[src/rtl/id_stage_pipe_if.sv]
// id_stage_pipe_if
// Bundles every signal of the decode stage except clk/rst.
//   Fetch side : in_valid, in_ready, instr, pc_in
//   Reg file   : rf_a1, rf_a2 (addresses out), rd1, rd2 (data in)
//   EX side    : out_valid, out_ready and the ID/EX payload
//                (exe_cmd, wb_en, mem_r_en, mem_w_en, src1, src2, dest,
//                val1, val2, st_data)
//   Control    : flush in, redirect_valid/redirect_pc out,
//                bubble_cnt/kill_cnt performance counters out
// modport slave  : the decode stage itself
// modport master : the environment around it (fetch, reg file, EX)
interface id_stage_pipe_if #(
    parameter int XLEN   = 32,
    parameter int REG_AW = 5,
    parameter int CNT_W  = 16
);
    logic              in_valid;
    logic              in_ready;
    logic [31:0]       instr;
    logic [XLEN-1:0]   pc_in;
    logic [XLEN-1:0]   rd1;
    logic [XLEN-1:0]   rd2;
    logic [REG_AW-1:0] rf_a1;
    logic [REG_AW-1:0] rf_a2;
    logic              flush;
    logic              out_valid;
    logic              out_ready;
    logic [3:0]        exe_cmd;
    logic              wb_en;
    logic              mem_r_en;
    logic              mem_w_en;
    logic [REG_AW-1:0] src1;
    logic [REG_AW-1:0] src2;
    logic [REG_AW-1:0] dest;
    logic [XLEN-1:0]   val1;
    logic [XLEN-1:0]   val2;
    logic [XLEN-1:0]   st_data;
    logic              redirect_valid;
    logic [XLEN-1:0]   redirect_pc;
    logic [CNT_W-1:0]  bubble_cnt;
    logic [CNT_W-1:0]  kill_cnt;

    modport slave (
        input  in_valid, instr, pc_in, rd1, rd2, flush, out_ready,
        output in_ready, rf_a1, rf_a2, out_valid, exe_cmd, wb_en, mem_r_en,
               mem_w_en, src1, src2, dest, val1, val2, st_data,
               redirect_valid, redirect_pc, bubble_cnt, kill_cnt
    );

    modport master (
        output in_valid, instr, pc_in, rd1, rd2, flush, out_ready,
        input  in_ready, rf_a1, rf_a2, out_valid, exe_cmd, wb_en, mem_r_en,
               mem_w_en, src1, src2, dest, val1, val2, st_data,
               redirect_valid, redirect_pc, bubble_cnt, kill_cnt
    );
endinterface

[src/rtl/id_stage_pipe.sv]
// id_stage_pipe
// Registered instruction-decode stage of the 5-stage integer pipeline.
// Decodes the instruction and picks operands from the register-file data,
// resolves branches here (one-cycle redirect pulse to fetch and dropping of
// KILL_SLOTS wrong-path instructions), stalls one cycle on a load-use pair,
// and presents the result through a valid/ready ID/EX register.
// Ports:
//   clk  - clock
//   rst  - synchronous active-high reset
//   bus  - id_stage_pipe_if.slave (fetch, reg file, EX, flush, redirect,
//          saturating bubble/kill counters)
module id_stage_pipe #(
    parameter int XLEN       = 32,
    parameter int REG_AW     = 5,
    parameter int KILL_SLOTS = 1,
    parameter int CNT_W      = 16
) (
    input  logic                clk,
    input  logic                rst,
    id_stage_pipe_if.slave      bus
);
    localparam logic [3:0] CMD_ADD = 4'd0, CMD_SUB = 4'd1, CMD_AND = 4'd2,
                           CMD_OR  = 4'd3, CMD_NOR = 4'd4, CMD_XOR = 4'd5,
                           CMD_SLA = 4'd6, CMD_SLL = 4'd7, CMD_SRA = 4'd8,
                           CMD_SRL = 4'd9, CMD_NOP = 4'd10;
    localparam logic [1:0] KILL_INIT = 2'(KILL_SLOTS);

    function automatic logic [CNT_W-1:0] sat_inc(input logic [CNT_W-1:0] c);
        return (&c) ? c : c + 1'b1;
    endfunction

    // Stage p0: combinational decode of the presented instruction
    logic [5:0]              op;
    logic [REG_AW-1:0]       rs_a, rt_a, rd_a;
    logic signed [XLEN-1:0]  imm_sext;
    logic [XLEN-1:0]         target_p0;
    logic [3:0]              cmd_p0;
    logic                    wb_p0, mr_p0, mw_p0, rtype_p0, uses_rt_p0, taken_p0;
    logic [REG_AW-1:0]       src2_p0, dest_p0;
    logic [XLEN-1:0]         val2_p0, st_p0;

    assign op        = bus.instr[31:26];
    assign rs_a      = REG_AW'(bus.instr[25:21]);
    assign rt_a      = REG_AW'(bus.instr[20:16]);
    assign rd_a      = REG_AW'(bus.instr[15:11]);
    assign imm_sext  = {{(XLEN-16){bus.instr[15]}}, bus.instr[15:0]};
    // Target wraps modulo 2^XLEN; the word offset is signed.
    assign target_p0 = bus.pc_in + XLEN'(4) + XLEN'(imm_sext <<< 2);
    assign bus.rf_a1 = rs_a;
    assign bus.rf_a2 = rt_a;

    always_comb begin
        cmd_p0     = CMD_NOP;
        wb_p0      = 1'b0;
        mr_p0      = 1'b0;
        mw_p0      = 1'b0;
        rtype_p0   = 1'b0;
        uses_rt_p0 = 1'b0;
        taken_p0   = 1'b0;
        src2_p0    = '0;
        dest_p0    = '0;
        val2_p0    = '0;
        st_p0      = '0;
        case (op)
            6'd0:  begin src2_p0 = rt_a; dest_p0 = rd_a; val2_p0 = bus.rd2; end
            6'd1:  begin cmd_p0 = CMD_ADD; rtype_p0 = 1'b1; end
            6'd3:  begin cmd_p0 = CMD_SUB; rtype_p0 = 1'b1; end
            6'd5:  begin cmd_p0 = CMD_AND; rtype_p0 = 1'b1; end
            6'd6:  begin cmd_p0 = CMD_OR;  rtype_p0 = 1'b1; end
            6'd7:  begin cmd_p0 = CMD_NOR; rtype_p0 = 1'b1; end
            6'd8:  begin cmd_p0 = CMD_XOR; rtype_p0 = 1'b1; end
            6'd9:  begin cmd_p0 = CMD_SLA; rtype_p0 = 1'b1; end
            6'd10: begin cmd_p0 = CMD_SLL; rtype_p0 = 1'b1; end
            6'd11: begin cmd_p0 = CMD_SRA; rtype_p0 = 1'b1; end
            6'd12: begin cmd_p0 = CMD_SRL; rtype_p0 = 1'b1; end
            6'd32, 6'd33, 6'd36: begin
                cmd_p0  = (op == 6'd33) ? CMD_SUB : CMD_ADD;
                wb_p0   = 1'b1;
                mr_p0   = (op == 6'd36);
                dest_p0 = rt_a;
                val2_p0 = imm_sext;
            end
            6'd37: begin
                cmd_p0     = CMD_ADD;
                mw_p0      = 1'b1;
                uses_rt_p0 = 1'b1;
                src2_p0    = rt_a;
                val2_p0    = imm_sext;
                st_p0      = bus.rd2;
            end
            6'd40: taken_p0 = (bus.rd1 == '0);
            6'd41: begin taken_p0 = (bus.rd1 != bus.rd2); uses_rt_p0 = 1'b1; end
            6'd42: taken_p0 = 1'b1;
            default: ;
        endcase
        if (rtype_p0) begin
            wb_p0      = 1'b1;
            uses_rt_p0 = 1'b1;
            src2_p0    = rt_a;
            dest_p0    = rd_a;
            val2_p0    = bus.rd2;
        end
        if (dest_p0 == '0) wb_p0 = 1'b0;
    end

    // Stage p1: ID/EX output register, kill window, counters
    logic                out_valid_p1, wb_p1, mr_p1, mw_p1, redirect_valid_p1;
    logic [3:0]          cmd_p1;
    logic [REG_AW-1:0]   src1_p1, src2_p1, dest_p1;
    logic [XLEN-1:0]     val1_p1, val2_p1, st_p1, redirect_pc_p1;
    logic [1:0]          kill_left;
    logic [CNT_W-1:0]    bubble_cnt, kill_cnt;
    logic                hazard, killing, accept;

    // Only a load sitting in ID/EX can stall; ALU results are forwarded.
    assign hazard  = out_valid_p1 & mr_p1 & (dest_p1 != '0) &
                     ((dest_p1 == rs_a) | (uses_rt_p0 & (dest_p1 == rt_a)));
    assign killing = (kill_left != 2'd0);
    // Wrong-path instructions are swallowed regardless of EX back-pressure.
    assign bus.in_ready = (killing & ~bus.flush) |
                          ((~out_valid_p1 | bus.out_ready) & ~hazard & ~bus.flush);
    assign accept = bus.in_valid & bus.in_ready;

    always_ff @(posedge clk) begin
        if (rst) begin
            out_valid_p1      <= 1'b0;
            cmd_p1            <= CMD_NOP;
            wb_p1             <= 1'b0;
            mr_p1             <= 1'b0;
            mw_p1             <= 1'b0;
            src1_p1           <= '0;
            src2_p1           <= '0;
            dest_p1           <= '0;
            val1_p1           <= '0;
            val2_p1           <= '0;
            st_p1             <= '0;
            redirect_valid_p1 <= 1'b0;
            redirect_pc_p1    <= '0;
            kill_left         <= 2'd0;
            bubble_cnt        <= '0;
            kill_cnt          <= '0;
        end else if (bus.flush) begin
            out_valid_p1      <= 1'b0;
            kill_left         <= 2'd0;
            redirect_valid_p1 <= 1'b0;
        end else begin
            redirect_valid_p1 <= 1'b0;
            if (bus.out_ready) out_valid_p1 <= 1'b0;
            if (accept && killing) begin
                kill_left <= kill_left - 2'd1;
                kill_cnt  <= sat_inc(kill_cnt);
            end else if (accept) begin
                out_valid_p1 <= 1'b1;
                cmd_p1       <= cmd_p0;
                wb_p1        <= wb_p0;
                mr_p1        <= mr_p0;
                mw_p1        <= mw_p0;
                src1_p1      <= rs_a;
                src2_p1      <= src2_p0;
                dest_p1      <= dest_p0;
                val1_p1      <= bus.rd1;
                val2_p1      <= val2_p0;
                st_p1        <= st_p0;
                if (taken_p0) begin
                    kill_left         <= KILL_INIT;
                    redirect_valid_p1 <= 1'b1;
                    redirect_pc_p1    <= target_p0;
                end
            end else if (bus.in_valid && hazard && bus.out_ready && !killing) begin
                bubble_cnt <= sat_inc(bubble_cnt);
            end
        end
    end

    assign bus.out_valid      = out_valid_p1;
    assign bus.exe_cmd        = cmd_p1;
    assign bus.wb_en          = wb_p1;
    assign bus.mem_r_en       = mr_p1;
    assign bus.mem_w_en       = mw_p1;
    assign bus.src1           = src1_p1;
    assign bus.src2           = src2_p1;
    assign bus.dest           = dest_p1;
    assign bus.val1           = val1_p1;
    assign bus.val2           = val2_p1;
    assign bus.st_data        = st_p1;
    assign bus.redirect_valid = redirect_valid_p1;
    assign bus.redirect_pc    = redirect_pc_p1;
    assign bus.bubble_cnt     = bubble_cnt;
    assign bus.kill_cnt       = kill_cnt;
endmodule

[src/flat_wrapper.sv]
// flat-port wrapper written by rule: the top's interface ports become plain ports
module id_stage_pipe_flat 
#(
    parameter int XLEN       = 32,
    parameter int REG_AW     = 5,
    parameter int KILL_SLOTS = 1,
    parameter int CNT_W      = 16
)
  (clk, rst, bus_in_valid, bus_instr, bus_pc_in, bus_rd1, bus_rd2, bus_flush, bus_out_ready, bus_in_ready, bus_rf_a1, bus_rf_a2, bus_out_valid, bus_exe_cmd, bus_wb_en, bus_mem_r_en, bus_mem_w_en, bus_src1, bus_src2, bus_dest, bus_val1, bus_val2, bus_st_data, bus_redirect_valid, bus_redirect_pc, bus_bubble_cnt, bus_kill_cnt);
  id_stage_pipe_if #(.XLEN(XLEN), .REG_AW(REG_AW), .CNT_W(CNT_W)) bus_i ();
  input  logic clk;
  input  logic rst;
  input wire logic [$bits(bus_i.in_valid)-1:0] bus_in_valid;
  input wire logic [$bits(bus_i.instr)-1:0] bus_instr;
  input wire logic [$bits(bus_i.pc_in)-1:0] bus_pc_in;
  input wire logic [$bits(bus_i.rd1)-1:0] bus_rd1;
  input wire logic [$bits(bus_i.rd2)-1:0] bus_rd2;
  input wire logic [$bits(bus_i.flush)-1:0] bus_flush;
  input wire logic [$bits(bus_i.out_ready)-1:0] bus_out_ready;
  output wire logic [$bits(bus_i.in_ready)-1:0] bus_in_ready;
  output wire logic [$bits(bus_i.rf_a1)-1:0] bus_rf_a1;
  output wire logic [$bits(bus_i.rf_a2)-1:0] bus_rf_a2;
  output wire logic [$bits(bus_i.out_valid)-1:0] bus_out_valid;
  output wire logic [$bits(bus_i.exe_cmd)-1:0] bus_exe_cmd;
  output wire logic [$bits(bus_i.wb_en)-1:0] bus_wb_en;
  output wire logic [$bits(bus_i.mem_r_en)-1:0] bus_mem_r_en;
  output wire logic [$bits(bus_i.mem_w_en)-1:0] bus_mem_w_en;
  output wire logic [$bits(bus_i.src1)-1:0] bus_src1;
  output wire logic [$bits(bus_i.src2)-1:0] bus_src2;
  output wire logic [$bits(bus_i.dest)-1:0] bus_dest;
  output wire logic [$bits(bus_i.val1)-1:0] bus_val1;
  output wire logic [$bits(bus_i.val2)-1:0] bus_val2;
  output wire logic [$bits(bus_i.st_data)-1:0] bus_st_data;
  output wire logic [$bits(bus_i.redirect_valid)-1:0] bus_redirect_valid;
  output wire logic [$bits(bus_i.redirect_pc)-1:0] bus_redirect_pc;
  output wire logic [$bits(bus_i.bubble_cnt)-1:0] bus_bubble_cnt;
  output wire logic [$bits(bus_i.kill_cnt)-1:0] bus_kill_cnt;
  assign bus_i.in_valid = bus_in_valid;
  assign bus_i.instr = bus_instr;
  assign bus_i.pc_in = bus_pc_in;
  assign bus_i.rd1 = bus_rd1;
  assign bus_i.rd2 = bus_rd2;
  assign bus_i.flush = bus_flush;
  assign bus_i.out_ready = bus_out_ready;
  assign bus_in_ready = bus_i.in_ready;
  assign bus_rf_a1 = bus_i.rf_a1;
  assign bus_rf_a2 = bus_i.rf_a2;
  assign bus_out_valid = bus_i.out_valid;
  assign bus_exe_cmd = bus_i.exe_cmd;
  assign bus_wb_en = bus_i.wb_en;
  assign bus_mem_r_en = bus_i.mem_r_en;
  assign bus_mem_w_en = bus_i.mem_w_en;
  assign bus_src1 = bus_i.src1;
  assign bus_src2 = bus_i.src2;
  assign bus_dest = bus_i.dest;
  assign bus_val1 = bus_i.val1;
  assign bus_val2 = bus_i.val2;
  assign bus_st_data = bus_i.st_data;
  assign bus_redirect_valid = bus_i.redirect_valid;
  assign bus_redirect_pc = bus_i.redirect_pc;
  assign bus_bubble_cnt = bus_i.bubble_cnt;
  assign bus_kill_cnt = bus_i.kill_cnt;
  id_stage_pipe #(.XLEN(XLEN), .REG_AW(REG_AW), .KILL_SLOTS(KILL_SLOTS), .CNT_W(CNT_W)) u_core (.clk(clk), .rst(rst), .bus(bus_i));
endmodule
[config.mk]
export PLATFORM = sky130hd
export DESIGN_NAME = id_stage_pipe_flat
export DESIGN_NICKNAME = d
export VERILOG_FILES = /design/src/rtl/id_stage_pipe_if.sv /design/src/rtl/id_stage_pipe.sv /design/src/flat_wrapper.sv
export SDC_FILE = /design/constraint.sdc
export NUM_CORES = 1
export LEC_CHECK = 0
export ABC_CLOCK_PERIOD_IN_PS = 4350
export CORE_MARGIN = 3
export CORE_UTILIZATION = 45
export CTS_BUF_LIST = sky130_fd_sc_hd__clkbuf_16
export DETAILED_ROUTE_END_ITERATION = 8
export PLACE_DENSITY = 0.79
export SYNTH_ARGS = -nofsm -noshare
export SYNTH_HDL_FRONTEND = slang
export SYNTH_SLANG_ARGS = --single-unit
[constraint.sdc]
create_clock -name clk -period 4.35 [get_ports clk]
set_input_delay 0.87 -clock clk [delete_from_list [all_inputs] [get_ports clk]]
set_output_delay 0.87 -clock clk [all_outputs]
set_load 0.02 [all_outputs]
; ---- Word level (Yosys, flattened, before mapping)
; Index checks and enable logic that the tools add are counted.
; W data, S select, Z words.
[word_totals]
output_inout_bits = 195
regBits = 186
elab_cells = 111
[op_classes]
add_sub_neg = 5
n_reduce_logical = 27
bitwise_logic = 18
muxes = 25
eq_ne = 20
[ops]
columns = operator, count
row1 = $mux W32, 2
row2 = $pmux W32 S2, 1
row3 = $pmux W4 S11, 1
row4 = $eq A6 B6 Y1 const B, 7
row5 = $add A16 B1 Y16 const B, 2
row6 = $add A32 B3 Y32 const B, 1
row7 = $add A32 B32 Y32, 1
row8 = $logic_not A32 Y1, 1
row9 = $ne A32 B32 Y1, 1
row10 = $reduce_and A16 Y1, 2
row11 = $eq A6 B4 Y1 const B, 5
row12 = $eq A6 B3 Y1 const B, 3
row13 = $mux W5, 3
row14 = $mux W1, 13
row15 = $eq A5 B5 Y1, 2
row16 = $pmux W5 S2, 1
row17 = $reduce_or A10 Y1, 1
row18 = $and A1 B1 Y1, 8
row19 = $reduce_or A2 Y1, 4
row20 = $reduce_or A4 Y1, 2
row21 = $not A1 Y1, 7
row22 = $eq A6 B1 Y1 const B, 1
row23 = $eq A6 B2 Y1 const B, 1
row24 = $logic_not A6 Y1, 1
row25 = other kinds (14), 24

; ---- Longest topological paths before layout
[depth]
word_depth = 15
depth_mapped = 13
ltp_nobuf = 13

; ---- Least setup slack after synthesis
; OpenSTA, ideal clock, no wires.
[synth_path]
path_kind = input -> register
from = input bus_pc_in[3]
to = register u_core.redirect_pc_p1[23] (netlist: u_core.bus.redirect_pc[23])
path_stages = 11
n_path_buf = 0
slack_ns = 0.952
setup_time_ns = 0.059
arrival_time_ns = 3.339
required_ns = 4.291
path_cell_list = ha_1 -> ha_1 -> fa_1 -> a211oi_1 -> nor2_1 -> a2111oi_0 -> or2_2 -> o21ai_0 -> mux2i_1 -> a221oi_1 -> a22o_1
[synth_between]
elab_chain_len = 2
[synth_lines]
columns = element, line_no
row1 = from (decl), flat_wrapper.sv:15  ; input wire logic [$bits(bus_i.pc_in)-1:0] bus_pc_in;
row2 = $add A32 B3 Y32, id_stage_pipe.sv:48  ; assign target_p0 = bus.pc_in + XLEN'(4) + XLEN'(imm_sext <<< 2);
row3 = $add A32 B32 Y32, id_stage_pipe.sv:48
row4 = to (signal assigned), id_stage_pipe.sv:167  ; redirect_pc_p1 <= target_p0;
row5 = to (decl), id_stage_pipe.sv:110  ; logic [XLEN-1:0] val1_p1, val2_p1, st_p1, redirect_pc_p1;
; No other way between the ends.
; A chain may end at the register's enable or synchronous reset.

; ---- Worst setup path after layout
[layout_path]
from = input bus_instr[29]
to = output bus_in_ready
[layout_between]
elab_chain_len = 11
word_cells_on_any_way = 24
[layout_lines]
columns = element, line_no
row1 = from (decl), flat_wrapper.sv:14  ; input wire logic [$bits(bus_i.instr)-1:0] bus_instr;
row2 = $eq A6 B1 Y1 (tied with other cells), id_stage_pipe.sv:64  ; case (op)
row3 = $reduce_or A10 Y1 (no source line) or $reduce_or A2 Y1 (tied branches), -
row4 = $mux W1, id_stage_pipe.sv:64
row5 = $mux W1 (*), id_stage_pipe.sv:96  ; if (rtype_p0) begin
row6 = $and A1 B1 Y1 (*), id_stage_pipe.sv:117  ; ((dest_p1 == rs_a) | (uses_rt_p0 & (dest_p1 == rt_a)));
row7 = $or A1 B1 Y1 (*), id_stage_pipe.sv:117
row8 = $and A1 B1 Y1 (*), id_stage_pipe.sv:116  ; assign hazard = out_valid_p1 & mr_p1 & (dest_p1 != '0) &
row9 = $not A1 Y1 (*), id_stage_pipe.sv:121  ; ((~out_valid_p1 | bus.out_ready) & ~hazard & ~bus.flush);
row10 = $and A1 B1 Y1 (*) (2 in a row), id_stage_pipe.sv:121
row11 = $or A1 B1 Y1 (*), id_stage_pipe.sv:120  ; assign bus.in_ready = (killing & ~bus.flush) |
row12 = to (decl), flat_wrapper.sv:20  ; output wire logic [$bits(bus_i.in_ready)-1:0] bus_in_ready;
; Mark *: on every way between the ends. The rest lies on a longest branch, timed or not.

==> impl_results.md <==
- Fin crit share: 92.2%
- Starting Density: 46.2%
- Final Power: 0.00421 W
- Max-cap viol count: 0
- Seq/Total Area, Yosys: 38.0%
- Peak Freq: about 250 MHz
- Final Instance Area: 13900 sq um
- RSZ-0062 raised after global routing: false
- Post-route DRC: 0
- CP Capture Type: output port
- Synthesized instance count: 1201
- Slowest stage delay, CP: ~630 ps
- CTS root buf: clkbuf_16
- 1st-iter DRT viols: roughly 640
- Comb pwr share: about 22%
- Via Count: approximately 10000
- Top cells by count, synth: dfxtp_1 (186), nand2_1 (167), a21oi_1 (127)
- DP Cell Count: 1751
- Total track usage: a little over a quarter
- Netlist cell types: 65
- Die width: 154 um
- Leak: 5.35 nW
- Most common cell in the netlist: dfxtp_1
- PwrDens: roughly 300 nW/um^2
- Post-route insts no fill: about 1800
- CTS Buf Count: 17
- Clock skew: around 16 ps
- Wirelength, routed: 32900 um
- ANT nets after route: 0
- ANT cells: 0
- GPL Wtd Cong: 0.899
- Vias per cell: about 5.6
- H-tree Lvls: 4
- Yosys reg bits: between 150 and 200
- Yosys top cell area share: ~38%
- Final hold vios: 0
- Final setup fails: 0
- Power Internal: approximately 0.003 W
- Largest net degree at the start of global routing: between 100 and 150
- Slew Limit Fails: 0
- CP arrival: roughly 3100 ps
- Synthesized net count: between 1000 and 1500
- Worst hold slack: about 460 ps
- Post-cts hold buffer count: 0
- Switching pwr: about 0.0013 W
- Slew @ Worst Pin: 956 ps
- Number of global-route vias before repair: ~9600
- Routed length per instance: between 15 and 20 um
- Total die area: around 24000 sq um
- Die H: about 150 um
- Crit path buffers/inverters: 2
- Synth area leader: dfxtp_1
- Critical path peak fanout: 6
- Port Buffers: roughly 330
- Layout cells sized above 1: roughly 5%
- Crit path launch type: input pin
- Placed inst area: 13400 sq um
- Clk slew on worst S/H paths: 70 ps
- HP Class: reg2reg
- Sw Share: 30.6%
- Status: complete, no violations
- Asr flop ratio synth: 0%
- CP delay by family, top: buffers and inverters
- Setup TNS: 0 ps
- Worst-skew pair later-pin latency: 430 ps
- CTS tree: done
- First drt pass iteration count: 5
- Synthesis Warnings: 0
- CP required: between 3000 and 4000 ps
- Grt total ovfl: 0
- Critical Path, Cell by Cell: clkdlybuf4s50_1 > nand2b_1 > a21oi_1 > o311ai_1 > a21oi_1 > nor2_1 > clkdlybuf4s50_1
- Post-synth EDFFs: 0
- Clock power share: between 30 and 40%
- Mapped Area: between 9000 and 10000 sq um
- Final Net Count: between 1500 and 2000
- Total core area: ~21000 sq um
- Top_reg_cell synth: dfxtp_1
- Synth area leaders: dfxtp_1 (38%), ha_1 (7.7%), a21oi_1 (6.5%)
- Peak supply drop: around 0.26 mV
- Clk sink count: between 150 and 200
- Area Growth Syn to Fin: 42.1%
- Initial antenna violation count: 0
- Resized cells post-CTS: 0
- Critical path class: in2out
- Fin crit period: 4010 ps
- Postcts setup bufs: 0
- Slowest CP cell: clkdlybuf4s50_1
- First-pass GRT wire length: approximately 50000 um
- Syn_area_per_cell: about 8.2 sq um
- Relative max-transition margin: between 30% and 40%
- # rows: 53
- Io pins: between 300 and 400
- Final HPWL DP: 24800 um
- Sequential share of power: 42.1%
- Clock tree buffer depth: 2
placed cells by master, fill, tap and decap left out, types with 6 or more instances in the layout:
cell type,count
nand2b_1,11
nor3_1,27
mux2i_1,27
dfxtp_1,186
ha_1,60
nand4_1,21
o31ai_1,7
xnor2_1,22
nand2_1,166
o21ai_0,20
nand3_1,55
buf_4,30
a21o_1,11
a211oi_1,28
clkdlybuf4s50_1,326
a221oi_1,17
a21oi_1,127
clkbuf_16,17
and3_1,6
inv_1,24
nor2_1,126
xor2_1,66
or4_1,7
nor4_1,18
o211ai_1,6
stage by stage:
step,util (%),worst slack (ps)
after global placement,62.9,165
after CTS,65.7,369
final,65.7,339
after global routing,65.7,151
after detailed placement,62.9,111
after floorplan,-,952
per-layer routing:
metal | track usage (%) | vias up | part of all wire (%)
li1 | - | 4828 | -
met1 | 33.7 | 4679 | 42
met2 | 46.1 | 401 | 49
met3 | 5.83 | 52 | 6.8
met4 | 8.79 | 0 | 2.8
met5 | 0 | - | 0
final cells by class:
cell class	count	area, sq um
Tap cell	275	344
Sequential cell	186	3720
Inverter	22	82.6
Multi-Input combinational cell	908	5640
Clock buffer	17	425
Clock inverter	15	155
Fill cell	1794	7290
Timing Repair Buffer	360	3560
sequential cells by signal, indices dropped and copies added (netlist names):
signal / count
u_core.bus.wb_en: 1
u_core.bus.src2: 5
u_core.bus.kill_cnt: 16
u_core.bus.mem_r_en: 1
u_core.kill_left: 2
u_core.bus.redirect_pc: 32
u_core.bus.redirect_valid: 1
u_core.bus.st_data: 32
u_core.bus.bubble_cnt: 16
u_core.bus.mem_w_en: 1
u_core.bus.dest: 5
u_core.bus.exe_cmd: 4
u_core.bus.val2: 32
u_core.bus.src1: 5
u_core.bus.val1: 32
u_core.bus.out_valid: 1
worst reg2reg max path, stage by stage (launching register included):
cell and delay [ps]:
dfxtp_1 380, or4_1 550, o21ai_1 190, a21o_1 160, a21oi_1 80, nor3_4 300
nand2_2 250, buf_12 250, or3_1 370, a21oi_1 170
worst paths after layout:
path | to | startpoint | cells after the start | slack, ps
setup / recovery | bus_in_ready | bus_instr[29] | 7 | 340
hold / removal | u_core.bus.st_data[1]$_SDFFE_PP0P_ | u_core.bus.st_data[1]$_SDFFE_PP0P_ | 2 | 460
setup reg to reg | u_core.bus.redirect_pc[6]$_SDFFE_PP0P_ | u_core.bus.dest[1]$_SDFFE_PP0P_ | 9 | 1570
hold reg to reg | u_core.bus.st_data[1]$_SDFFE_PP0P_ | u_core.bus.st_data[1]$_SDFFE_PP0P_ | 2 | 460
kinds of logic (layout without fill, tap and decap cells):
group | Yosys count | after routing | synth area share (%)
AND/OR/NAND/NOR | 466 | 466 | 21.6
adder cells (fa/ha/maj) | 61 | 61 | 7.86
XOR/XNOR | 88 | 88 | 7.86
buffers and inverters | 107 | 414 | 4.73
AO/OA/AOI/OAI | 265 | 265 | 17.1
flip-flops | 186 | 186 | 38.0
multiplexers | 28 | 28 | 2.87
power groups by stage:
stage	logic [W]	clock network, W	registers (W)
floorplan	0.000454	0	0.00186
global placement	0.000890	0	0.00181
detailed placement	0.000896	0	0.00181
CTS	0.000904	0.00157	0.00177
global route	0.000985	0.00163	0.00178
finish	0.000909	0.00153	0.00177
(Power assumes the default switching activity.)
